===== config.mk =====
export PLATFORM = sky130hd
export DESIGN_NAME = pc_sequencer_flat
export DESIGN_NICKNAME = d
export VERILOG_FILES = /design/src/rtl/pc_sequencer_if.sv /design/src/rtl/pc_sequencer.sv /design/src/flat_wrapper.sv
export SDC_FILE = /design/constraint.sdc
export NUM_CORES = 1
export LEC_CHECK = 0
export ABC_AREA = 1
export CAP_MARGIN = 20
export CORE_MARGIN = 2
export CORE_UTILIZATION = 57
export CTS_CLUSTER_SIZE = 20
export DETAILED_ROUTE_END_ITERATION = 7
export DONT_BUFFER_PORTS = 1
export GPL_TIMING_DRIVEN = 0
export HOLD_SLACK_MARGIN = 0.06
export PLACE_DENSITY = 0.87
export SLEW_MARGIN = 40
export SYNTH_ARGS = -nofsm -noshare
export SYNTH_HDL_FRONTEND = slang
export SYNTH_SLANG_ARGS = --single-unit

===== constraint.sdc =====
create_clock -name clk -period 1.35 [get_ports clk]
set_input_delay 0.27 -clock clk [delete_from_list [all_inputs] [get_ports clk]]
set_output_delay 0.27 -clock clk [all_outputs]
set_load 0.005 [all_outputs]

===== src/rtl/pc_sequencer_if.sv =====
// Fetch/execute bus between the PC sequencer, instruction memory and datapath.
// The master side is the sequencer; the slave side is memory plus datapath.
interface pc_sequencer_if #(
   parameter int PC_W = 8
);
   logic            imem_req;
   logic [PC_W-1:0] imem_addr;
   logic            imem_ack;
   logic [31:0]     imem_rdata;
   logic [31:0]     instr;
   logic            instr_valid;
   logic            exec_done;
   logic            jump_valid;
   logic [PC_W-1:0] jump_target;
   logic            halt_req;

   modport master (
      output imem_req, imem_addr, instr, instr_valid,
      input  imem_ack, imem_rdata, exec_done, jump_valid, jump_target, halt_req
   );

   modport slave (
      input  imem_req, imem_addr, instr, instr_valid,
      output imem_ack, imem_rdata, exec_done, jump_valid, jump_target, halt_req
   );
endinterface


===== src/rtl/pc_sequencer.sv =====
// Multi-cycle fetch/execute controller owning the program counter: fetches,
// hands each instruction to the datapath, then picks the next PC.
module pc_sequencer #(
   parameter int              PC_W        = 8,
   parameter logic [PC_W-1:0] RESET_PC    = '0,
   parameter int              MEM_TIMEOUT = 15
) (
   input  logic            clk,
   input  logic            rst,
   input  logic            run,
   pc_sequencer_if.master  bus,
   output logic [PC_W-1:0] pc,
   output logic [2:0]      state,
   output logic [15:0]     retired,
   output logic            fault
);

   localparam logic [2:0] IDLE   = 3'd0;
   localparam logic [2:0] FETCH  = 3'd1;
   localparam logic [2:0] EXEC   = 3'd2;
   localparam logic [2:0] HALTED = 3'd3;
   localparam logic [2:0] FAULT  = 3'd4;

   // Counter value seen on the last permitted ack-less FETCH cycle.
   localparam logic [7:0] TMO_LAST = 8'(MEM_TIMEOUT - 1);

   logic [2:0]      state_q;
   logic [PC_W-1:0] pc_q;
   logic [31:0]     instr_q;
   logic            instr_valid_q;
   logic [15:0]     retired_q;
   logic [7:0]      tmo_cnt;

   function automatic logic [15:0] sat_inc(input logic [15:0] v);
      return (v == 16'hFFFF) ? v : v + 16'd1;
   endfunction

   function automatic logic [PC_W-1:0] pc_inc(input logic [PC_W-1:0] v);
      return v + PC_W'(1);
   endfunction

   always_ff @(posedge clk) begin
      if (rst) begin
         state_q       <= IDLE;
         pc_q          <= RESET_PC;
         instr_q       <= '0;
         instr_valid_q <= 1'b0;
         retired_q     <= '0;
         tmo_cnt       <= '0;
      end else begin
         instr_valid_q <= 1'b0;
         case (state_q)
            IDLE: begin
               if (run) state_q <= FETCH;
            end
            FETCH: begin
               // An ack always wins, even on the final allowed cycle.
               if (bus.imem_ack) begin
                  instr_q       <= bus.imem_rdata;
                  instr_valid_q <= 1'b1;
                  tmo_cnt       <= '0;
                  state_q       <= EXEC;
               end else if (tmo_cnt == TMO_LAST) begin
                  state_q <= FAULT;
               end else begin
                  tmo_cnt <= tmo_cnt + 8'd1;
               end
            end
            EXEC: begin
               if (bus.exec_done) begin
                  retired_q <= sat_inc(retired_q);
                  if (bus.halt_req) begin
                     pc_q    <= pc_inc(pc_q);
                     state_q <= HALTED;
                  end else begin
                     pc_q    <= bus.jump_valid ? bus.jump_target : pc_inc(pc_q);
                     state_q <= run ? FETCH : IDLE;
                  end
               end
            end
            default: begin
               // HALTED and FAULT are sticky until reset.
            end
         endcase
      end
   end

   assign bus.imem_req    = (state_q == FETCH);
   assign bus.imem_addr   = pc_q;
   assign bus.instr       = instr_q;
   assign bus.instr_valid = instr_valid_q;
   assign pc              = pc_q;
   assign state           = state_q;
   assign retired         = retired_q;
   assign fault           = (state_q == FAULT);

endmodule


===== src/flat_wrapper.sv =====
// flat-port wrapper written by rule: the top's interface ports become plain ports
module pc_sequencer_flat 
#(
   parameter int              PC_W        = 8,
   parameter logic [PC_W-1:0] RESET_PC    = '0,
   parameter int              MEM_TIMEOUT = 15
)
  (clk, rst, run, pc, state, retired, fault, bus_imem_req, bus_imem_addr, bus_instr, bus_instr_valid, bus_imem_ack, bus_imem_rdata, bus_exec_done, bus_jump_valid, bus_jump_target, bus_halt_req);
  pc_sequencer_if #(.PC_W(PC_W)) bus_i ();
  input  logic clk;
  input  logic rst;
  input  logic run;
  output logic [PC_W-1:0] pc;
  output logic [2:0] state;
  output logic [15:0] retired;
  output logic fault;
  output wire logic [$bits(bus_i.imem_req)-1:0] bus_imem_req;
  output wire logic [$bits(bus_i.imem_addr)-1:0] bus_imem_addr;
  output wire logic [$bits(bus_i.instr)-1:0] bus_instr;
  output wire logic [$bits(bus_i.instr_valid)-1:0] bus_instr_valid;
  input wire logic [$bits(bus_i.imem_ack)-1:0] bus_imem_ack;
  input wire logic [$bits(bus_i.imem_rdata)-1:0] bus_imem_rdata;
  input wire logic [$bits(bus_i.exec_done)-1:0] bus_exec_done;
  input wire logic [$bits(bus_i.jump_valid)-1:0] bus_jump_valid;
  input wire logic [$bits(bus_i.jump_target)-1:0] bus_jump_target;
  input wire logic [$bits(bus_i.halt_req)-1:0] bus_halt_req;
  assign bus_imem_req = bus_i.imem_req;
  assign bus_imem_addr = bus_i.imem_addr;
  assign bus_instr = bus_i.instr;
  assign bus_instr_valid = bus_i.instr_valid;
  assign bus_i.imem_ack = bus_imem_ack;
  assign bus_i.imem_rdata = bus_imem_rdata;
  assign bus_i.exec_done = bus_exec_done;
  assign bus_i.jump_valid = bus_jump_valid;
  assign bus_i.jump_target = bus_jump_target;
  assign bus_i.halt_req = bus_halt_req;
  pc_sequencer #(.PC_W(PC_W), .RESET_PC(RESET_PC), .MEM_TIMEOUT(MEM_TIMEOUT)) u_core (.clk(clk), .rst(rst), .run(run), .bus(bus_i), .pc(pc), .state(state), .retired(retired), .fault(fault));
endmodule

==> results of run 1 <==
[flip-flops by register name (all words and copies together), names as in the netlist]
signal	count
u_core.bus.imem_addr	8
u_core.bus.instr_valid	1
u_core.bus.instr	32
u_core.state	3
u_core.retired	16
u_core.tmo_cnt	8
[per-layer routing]
layer	track usage (%)	up-vias	part of all wire, %
met4	15.0	0	6.1
met3	10.1	73	12
li1	-	1572	-
met1	30.8	1560	36
met2	48.1	264	46
met5	0	-	0
[metrics by stage]
step | power, µW | cell area, µm²
final | 7240 | 4310
after global routing | 7600 | 4310
after CTS | 6330 | 3780
after detailed placement | 4220 | 3320
after global placement | 4160 | 3320
after floorplan | 3850 | 3230
[cells in the mapped netlist]
master	instances
o21ai_0	44
o211ai_1	2
nand2_1	89
a31oi_1	1
o31ai_1	1
ha_1	4
or2_0	1
clkinv_1	1
nor2_4	3
inv_1	27
buf_2	6
nand4_1	6
or2_1	1
buf_6	2
nand3_2	6
clkbuf_2	1
a21oi_1	29
o21ai_1	1
nor3b_1	1
clkbuf_1	7
buf_4	8
nor2_1	111
or2_2	3
nand3_1	24
nand2_2	4
xnor2_1	2
inv_2	4
nand2_4	2
dfxtp_1	68
nor3_1	2
nor2_2	3
[power breakdown]
part	internal (µW)	switching (µW)
logic	1130	1510
clock network	975	899
registers	2350	373
[path summary, 6_finish.rpt]
check / start / to / slack (ns) / depth (start not counted)
max: u_core.state[0]$_SDFFE_PP0P_ / u_core.bus.imem_addr[7]$_SDFFE_PP0P_ / -0.33 / 9
min reg2reg: u_core.tmo_cnt[0]$_SDFFE_PP0P_ / u_core.tmo_cnt[0]$_SDFFE_PP0P_ / 0.46 / 1
min: bus_imem_rdata[5] / u_core.bus.instr[5]$_SDFFE_PP0P_ / 0.05 / 2
max reg2reg: u_core.state[0]$_SDFFE_PP0P_ / u_core.bus.imem_addr[7]$_SDFFE_PP0P_ / -0.33 / 9
[kinds of logic after synthesis]
logic type               synth area share (%)
AO/OA/AOI/OAI                            12.4
XOR/XNOR                                0.546
AND/OR/NAND/NOR                          34.8
adder cells (fa/ha/maj)                  1.56
buffers and inverters                    8.23
flip-flops                               42.4
[what timing repair did]
action	in CTS	in global routing
buffers inserted	12	14
cloned	1	1
endpoints found under the hold margin	3	1
pin swaps	9	36
hold buffers	1	1
resized for setup	54	130
setup endpoints to repair	59	66
[cell usage in the layout (no fill, tap or decap), drive strengths merged]
cell           n
a21oi         29
a31oi          1
buf           46
bufinv         1
clkbuf        16
clkinv         2
clkinvlp       3
dfxtp         68
dlygate4sd3    2
ha             4
inv           32
nand2         95
nand3         30
nand4          6
nor2         117
nor3           2
nor3b          1
o211ai         2
o21ai         45
o31ai          1
or2            5
xnor2          2
[cell type report]
| type | instances | area (µm²) | share of cell area (%) |
|---|---|---|---|
| timing repair buffer | 30 | 307 | 7.11 |
| sequential | 68 | 1420 | 33.0 |
| multi-input combinational | 340 | 1920 | 44.5 |
| clock buffer | 10 | 149 | 3.45 |
| tap | 72 | 90.1 | 2.09 |
| inverter | 32 | 149 | 3.45 |
| clock inverter | 6 | 67.6 | 1.57 |
| buffer | 24 | 209 | 4.85 |
[worst max-delay path, stage by stage, from the launching register on]
cell and delay (ns):
dfxtp_4 0.40, inv_4 0.08, nand3_4 0.08, nor2_4 0.24, buf_6 0.17, buf_6 0.11
clkinvlp_4 0.15, nor2_1 0.14, nand2_1 0.07, a21oi_1 0.15
==> results.yml, run 1 <==
run_status:
  violations: "setup timing"
  status: "complete, but fails checks"
power:
  peakVddDrop_v: 0.00108
  powerDensity_nw_per_um2: 1680
  leakagePower_uw: 0.00166
detailed_routing:
  ant_nets: 0
  drt-total-wl_mm: 10.8
  drc: 0
  vias: 3469
  firstDrtPassIters: 6
  avgViaCountPerCell: 5.96
  wl_per_cell_um: 18.5
  drtIter0Drc: 432
yosys:
  syn_nets: 515
  yosysTopAreaCellShare_pct: 42.4
  ys_ff_latch: 68
  ys_seq_area_share_pct: 42.4
  netlist_area_um2: 3210
  synthCells: 464
  syn_avg_cell_area_um2: 6.92
  synth_top_area_cell: "dfxtp_1"
  synth.distinct_cells: 31
  ys_top_cells_by_area: "dfxtp_1 (42%), nor2_1 (13%), nand2_1 (10%)"
  ys_warn_count: 0
finish:
  drive_gt1_share_pct: 34.7
  synthToLayoutAreaGrowth_pct: 34.3
  final_cells: 582
  nets: 556
  fill_cells: 351
  fin_util_pct: 78.8
  diodes: 0
sta:
  max_freq_mhz: 595
  finalHoldWorstSlack_ns: 0.0465
  clock_skew_ns: 0.00937
  slew_violations: 0
  tightest_slew_ns: 0.725
  finalCritPeriodShare_pct: 124
  max_slew_margin_pct: 51.6
  setup_viol: 36
  setup-tns-final_ns: -5.33
  hold_viol_final: 0
  rsz0062_at_grt: "yes"
  fin_crit_ns: 1.68
  worst_slack_ns: -0.330
grt:
  grt_pass1_wl_mm: 13.9
  grt_antenna_before_repair: 0
  track_usage_pct: 28.3
  grt_pass1_vias: 3081
  grt_max_degree: 14
  grt-ovfl-total: 0
clock_network:
  cts_buffers: 9
  h-tree-depth: 3
  tritoncts: "built"
  clockBufferDepth: 2
  cts.sinks: 68
  clockRootBuffer: "clkbuf_8"
  clock_latency_ns: 0.36
  clk_pin_slew_ns: 0.08
critical_path:
  critPathArrivalTime_ns: 1.96
  cp.required_ns: 1.63
  worstSetupStartpointType: "flip-flop"
  crit_fanout: 6
  endpoint_kind: "flip-flop"
  crit_type: "reg -> reg"
floorplan:
  die_y_um: 79.0
  pin_count: 117
  die_area_um2: 6250
  num_rows: 27
  core-area_um2: 5470
  die_w_um: 79.0
  start_util_pct: 58.6
placed_design:
  dp_slack_ns: -0.236
  placed_cells: 536
  gp_congestion: 0.876
  port-buffer-count: 0
  dp_hpwl_mm: 5.48
job:
  cap_violations: 0
worst_hold_path:
  hold_path.class: "in -> reg"
(Power assumes the default switching activity.)
==> run 2: changes to the inputs <==
- CTS_CLUSTER_DIAMETER: not set -> 200
==> results of run 2 <==
No change in the layout: final DEF, timing and power equal those of run 1.
==> run 3: changes to the inputs <==
- CAP_MARGIN: 20 -> 0
- CORE_UTILIZATION: 57 -> 60
- PLACE_DENSITY: 0.87 -> 0.88
- clock period: 1.35 -> 2 ns (I/O delays scaled with it)
==> results.yml, run 3 (same netlist as run 1, synthesis figures left out) <==
sta:
  hold_viol_final: 0
  setup_viol: 0
  max_freq_mhz: 577
  worst_slack_ns: 0.267
  clock_skew_ns: 0.00671
  finalCritPeriodShare_pct: 86.6
  fin_crit_ns: 1.73
  rsz0062_at_grt: "no"
  slew_violations: 0
  tightest_slew_ns: 0.539
  setup-tns-final_ns: 0
  max_slew_margin_pct: 64.1
  finalHoldWorstSlack_ns: 0.128
critical_path:
  worstSetupStartpointType: "flip-flop"
  endpoint_kind: "flip-flop"
  cpMaxStageDelayCell: "dfxtp_1"
  cp.required_ns: 2.22
  crit_fanout: 10
  crit_chain: "ha_1, inv_1, nor2_4, nand3_2, nand2_2, nand2_4, buf_6, a21oi_1, nor2_1"
  critPathArrivalTime_ns: 1.96
  slowest_delay_ns: 0.42
  crit_type: "reg -> reg"
detailed_routing:
  firstDrtPassIters: 4
  ant_nets: 0
  vias: 2948
  drtIter0Drc: 130
  wl_per_cell_um: 13.5
  drc: 0
  drt-total-wl_mm: 7.40
  avgViaCountPerCell: 5.36
finish:
  nets: 526
  diodes: 0
  largest_reg_flops: 32
  final_common_cell: "nor2_1"
  drive_gt1_share_pct: 11.9
  synthToLayoutAreaGrowth_pct: 10.5
  layout_common_cells: "nor2_1 (111), nand2_1 (89), dfxtp_1 (68)"
clock_network:
  h-tree-depth: 3
  cts.sinks: 68
  cts_resized: 0
  clockBufferDepth: 2
  tritoncts: "built"
  hold_buffers: 0
  cts_buffers: 9
  clk_pin_slew_ns: 0.07
  cts_setup_buffers: 0
  clockRootBuffer: "clkbuf_8"
  clock_latency_ns: 0.34
floorplan:
  start_util_pct: 62.4
  die_y_um: 77.1
  die_area_um2: 5950
  pin_count: 117
  num_rows: 26
  die_w_um: 77.1
  core-area_um2: 5140
job:
  cap_violations: 0
grt:
  track_usage_pct: 25.8
  grt-ovfl-total: 0
  grt_antenna_before_repair: 0
  grt_max_degree: 13
  grt_pass1_wl_mm: 12.5
  grt_pass1_vias: 2900
power:
  power.total_uw: 4200
  leakagePower_uw: 0.00139
  peakVddDrop_v: 0.000791
  powerDensity_nw_per_um2: 1180
placed_design:
  dp_hpwl_mm: 5.46
  gp_congestion: 0.878
  dp_slack_ns: 0.328
  port-buffer-count: 0
worst_hold_path:
  hold_path.class: "in -> reg"
run_status:
  status: "completed"
[run 3: changes by cell type in the layout (fill, tap and decap cells not counted), moves of 9 or more]
cell	delta
dfxtp_2	-12
nand2_2	-11
a21oi_2	-15
a21oi_1	+15
buf_6	-9
dfxtp_1	+24
dfxtp_4	-12
o21ai_1	-16
nand2_1	+20
o21ai_0	+21
buf_4	-18
[run 3: per-layer routing]
layer	share of wire (%)	wire length, µm	track usage, %
met3	9.9	731	8.47
met4	1.7	128	11.3
met2	48	3530	44.3
met1	41	3010	29.2
met5	0	0	0
[run 3: power by group]
group | switching, µW | leakage (µW) | internal (µW) | total [µW]
clock network | 524 | 0.000124 | 870 | 1390
logic | 664 | 0.000712 | 353 | 1020
registers | 216 | 0.000553 | 1570 | 1790
[run 3: final cells by class]
type	instances	area, µm²
Buffer	24	144
Clock buffer	11	141
Clock inverter	5	108
Fill cell	457	1590
Inverter	32	120
Multi-Input combinational cell	340	1580
Sequential cell	68	1360
Tap cell	70	87.6
[run 3: final timing paths]
| path | from | to | slack, ns | cells after the start |
|---|---|---|---|---|
| worst max-delay path | u_core.retired[0]$_SDFFE_PP0P_ | u_core.retired[15]$_SDFFE_PP0P_ | 0.27 | 9 |
| worst min-delay path | rst | u_core.bus.imem_addr[4]$_SDFFE_PP0P_ | 0.13 | 1 |
| worst max register to register | u_core.retired[0]$_SDFFE_PP0P_ | u_core.retired[15]$_SDFFE_PP0P_ | 0.27 | 9 |
| worst min register to register | u_core.tmo_cnt[7]$_SDFFE_PP0P_ | u_core.tmo_cnt[7]$_SDFFE_PP0P_ | 0.49 | 2 |
[run 3: worst max-delay path: cells and delay by family (launching register included)]
kind,cells,cell delay (ns)
flops,1,0.42
simple gates,5,0.54
compound gates,1,0.16
fa+ha+maj,1,0.25
buf+inv,2,0.25
[run 3: stage by stage]
step                      cells  area (µm²)  utilization [%]
final                       550        3550             69.0
after CTS                   550        3550             69.0
after global placement      534        3300             64.1
after global routing        550        3550             69.0
after detailed placement    534        3300             64.1
after floorplan             464        3210                -
==> patch: new RTL, flow settings as in run 1 <==
Reset style: asynchronous (`rst`), changed in one clocked block.
--- a/src/rtl/pc_sequencer.sv
+++ b/src/rtl/pc_sequencer.sv
@@ -41,3 +41,3 @@
 
-   always_ff @(posedge clk) begin
+   always_ff @(posedge clk or posedge rst) begin
       if (rst) begin
Check against the original RTL: differs if rst is asserted again (counterexample within 4 cycles, from zero or initial values and one cycle with rst high); with rst held inactive, the same outputs for 10 cycles.
==> patch against run 1 <==
Area after synthesis grew 11%. Sequential cell count is the same. Global-route usage shrank 0.59 points. Sequential share of layout area grew 0.33 points. Setup slack gained 0.0052 ns. Maximum frequency grew 0.31%. Cell area grew 20%. Wire length grew 27%. The run still ends with negative setup slack left. Clock skew grew 0.010 ns. Largest cell class unchanged.
Power is not compared: it rests on default switching activity, and its combinational part moved more than twofold at a synthesized area within 25%.
==> patch: results (changes against run 1) <==
result of the run complete, but fails checks; violated checks negative setup slack; Post-Route Setup TNS -7.44 ns (-2.11 ns); sequential-to-total area share from yosys stat 47.8% (+5.4 points); Worst Slack Setup Final -0.325 ns (+0.00516 ns); mean number of vias per cell 6.09 (+2.2%); average wire per cell in the routed design 21.5 um (+16%); slowest CP cell sky130_fd_sc_hd__dfrtp_2; total routing resource utilization after global routing 27.7% (-0.59 points); share of synthesized flip-flops with an asynchronous set or reset 100% (+100 points); synth unique cells 29 (-6.5%); Crit Reg-Reg Endpoint u_core.retired[9]$_DFFE_PP0P_; final setup violation count 62 (+72%); post-route insts no fill 635 (+9.1%); net count of the finished layout 605 (+8.8%); cell type contributing the most total cell area after synthesis sky130_fd_sc_hd__dfrtp_1; number of nets in the synthesized netlist 528 (+2.5%); DP HPWL 5850 um (+6.8%); RD Place Congestion 0.941 (+7.4%); largest driver fanout on the critical path 5 (-1); first-pass iteration count of the detailed router 5 (-1); post-synthesis average cell area 7.46 sq um (+7.9%); first-pass GRT wire length 15300 um (+10%); actual transition at the worst max-transition pin 0.588 ns (-0.137 ns); largest net degree at the start of global routing 25 (+11); Clock Skew 0.0198 ns (+0.0105 ns); leading cell types by count after synthesis 228 x sky130_fd_sc_hd__nand2_1, 68 x sky130_fd_sc_hd__dfrtp_1, 41 x sky130_fd_sc_hd__inv_1, 26 x sky130_fd_sc_hd__nor2_1, 23 x sky130_fd_sc_hd__nand3_1; number of global-route vias before repair 3356 (+8.9%); CP startpoint u_core.retired[3]$_DFFE_PP0P_; dpl ws -0.221 ns (+0.0148 ns)
patch: what timing repair did:
item                                    CTS  global route
hold buffers                             34             0
endpoints found under the setup margin   64            63
pin swaps                                16            40
resized for setup                        41           149
cloned                                    1             8
endpoints found under the hold margin    54             0
setup buffers                            13             8
patch: layout make-up:
| class | count | area [sq um] |
|---|---|---|
| inverters | 48 | 211 |
| multi-input cells | 344 | 2000 |
| repair buffers | 65 | 714 |
| fillers | 265 | 812 |
| clock buffers | 10 | 128 |
| diodes | 1 | 2.50 |
| well taps | 75 | 93.8 |
| clock inverters | 6 | 113 |
| flip-flops and latches | 68 | 1720 |
| plain buffers | 18 | 194 |
patch: worst min-delay path by stage:
| stage | cells after the start | endpoint | from |
|---|---|---|---|
| global route | 3 | u_core.state[2]$_DFFE_PP0P_ | bus_imem_ack |
| finish | 3 | u_core.state[2]$_DFFE_PP0P_ | bus_imem_ack |
| floorplan | 2 | u_core.bus.instr[0]$_DFFE_PP0P_ | bus_imem_rdata[0] |
| global placement | 2 | u_core.bus.instr[16]$_DFFE_PP0P_ | bus_imem_rdata[16] |
| detailed placement | 1 | u_core.bus.instr_valid$_DFF_PP0_ | rst |
| CTS | 3 | u_core.state[2]$_DFFE_PP0P_ | bus_imem_ack |
patch: through the flow:
stage,hold WS (ns),instance area [sq um],total power (uW)
floorplan,0.380,3580,2170
global placement,0.381,3680,2190
finish,0.0813,5180,4420
detailed placement,0.211,3720,2210
CTS,0.0970,4520,4310
global route,0.0825,5180,4550
patch: kinds of logic after synthesis:
logic type / synth area share [%]
xor gates and xnor gates: 1.97
adders and majority gates: 1.41
AOI/OAI and AO/OA: 4.68
buffers and inverters: 8.54
DFF: 47.8
and+or+nand+nor: 35.6
patch: worst min-delay path, delay by kind of cell:
family / cells / cell delay (ns)
AND/OR/NAND/NOR: 3 / 0.14
patch: layer usage:
metal / part of all wire, % / GRT usage (%)
met1: 33 / 31.4
met5: 0 / 0
met2: 50 / 48.4
met3: 9.6 / 5.96
met4: 7.3 / 15.4
patch: power by group through the flow:
| stage | combinational (uW) | sequential (uW) | clock [uW] |
|---|---|---|---|
| finish | 235 | 2070 | 2120 |
| global route | 256 | 2070 | 2230 |
| CTS | 200 | 2060 | 2050 |
| detailed placement | 116 | 2100 | 0 |
| global placement | 95.1 | 2100 | 0 |
| floorplan | 78.4 | 2090 | 0 |
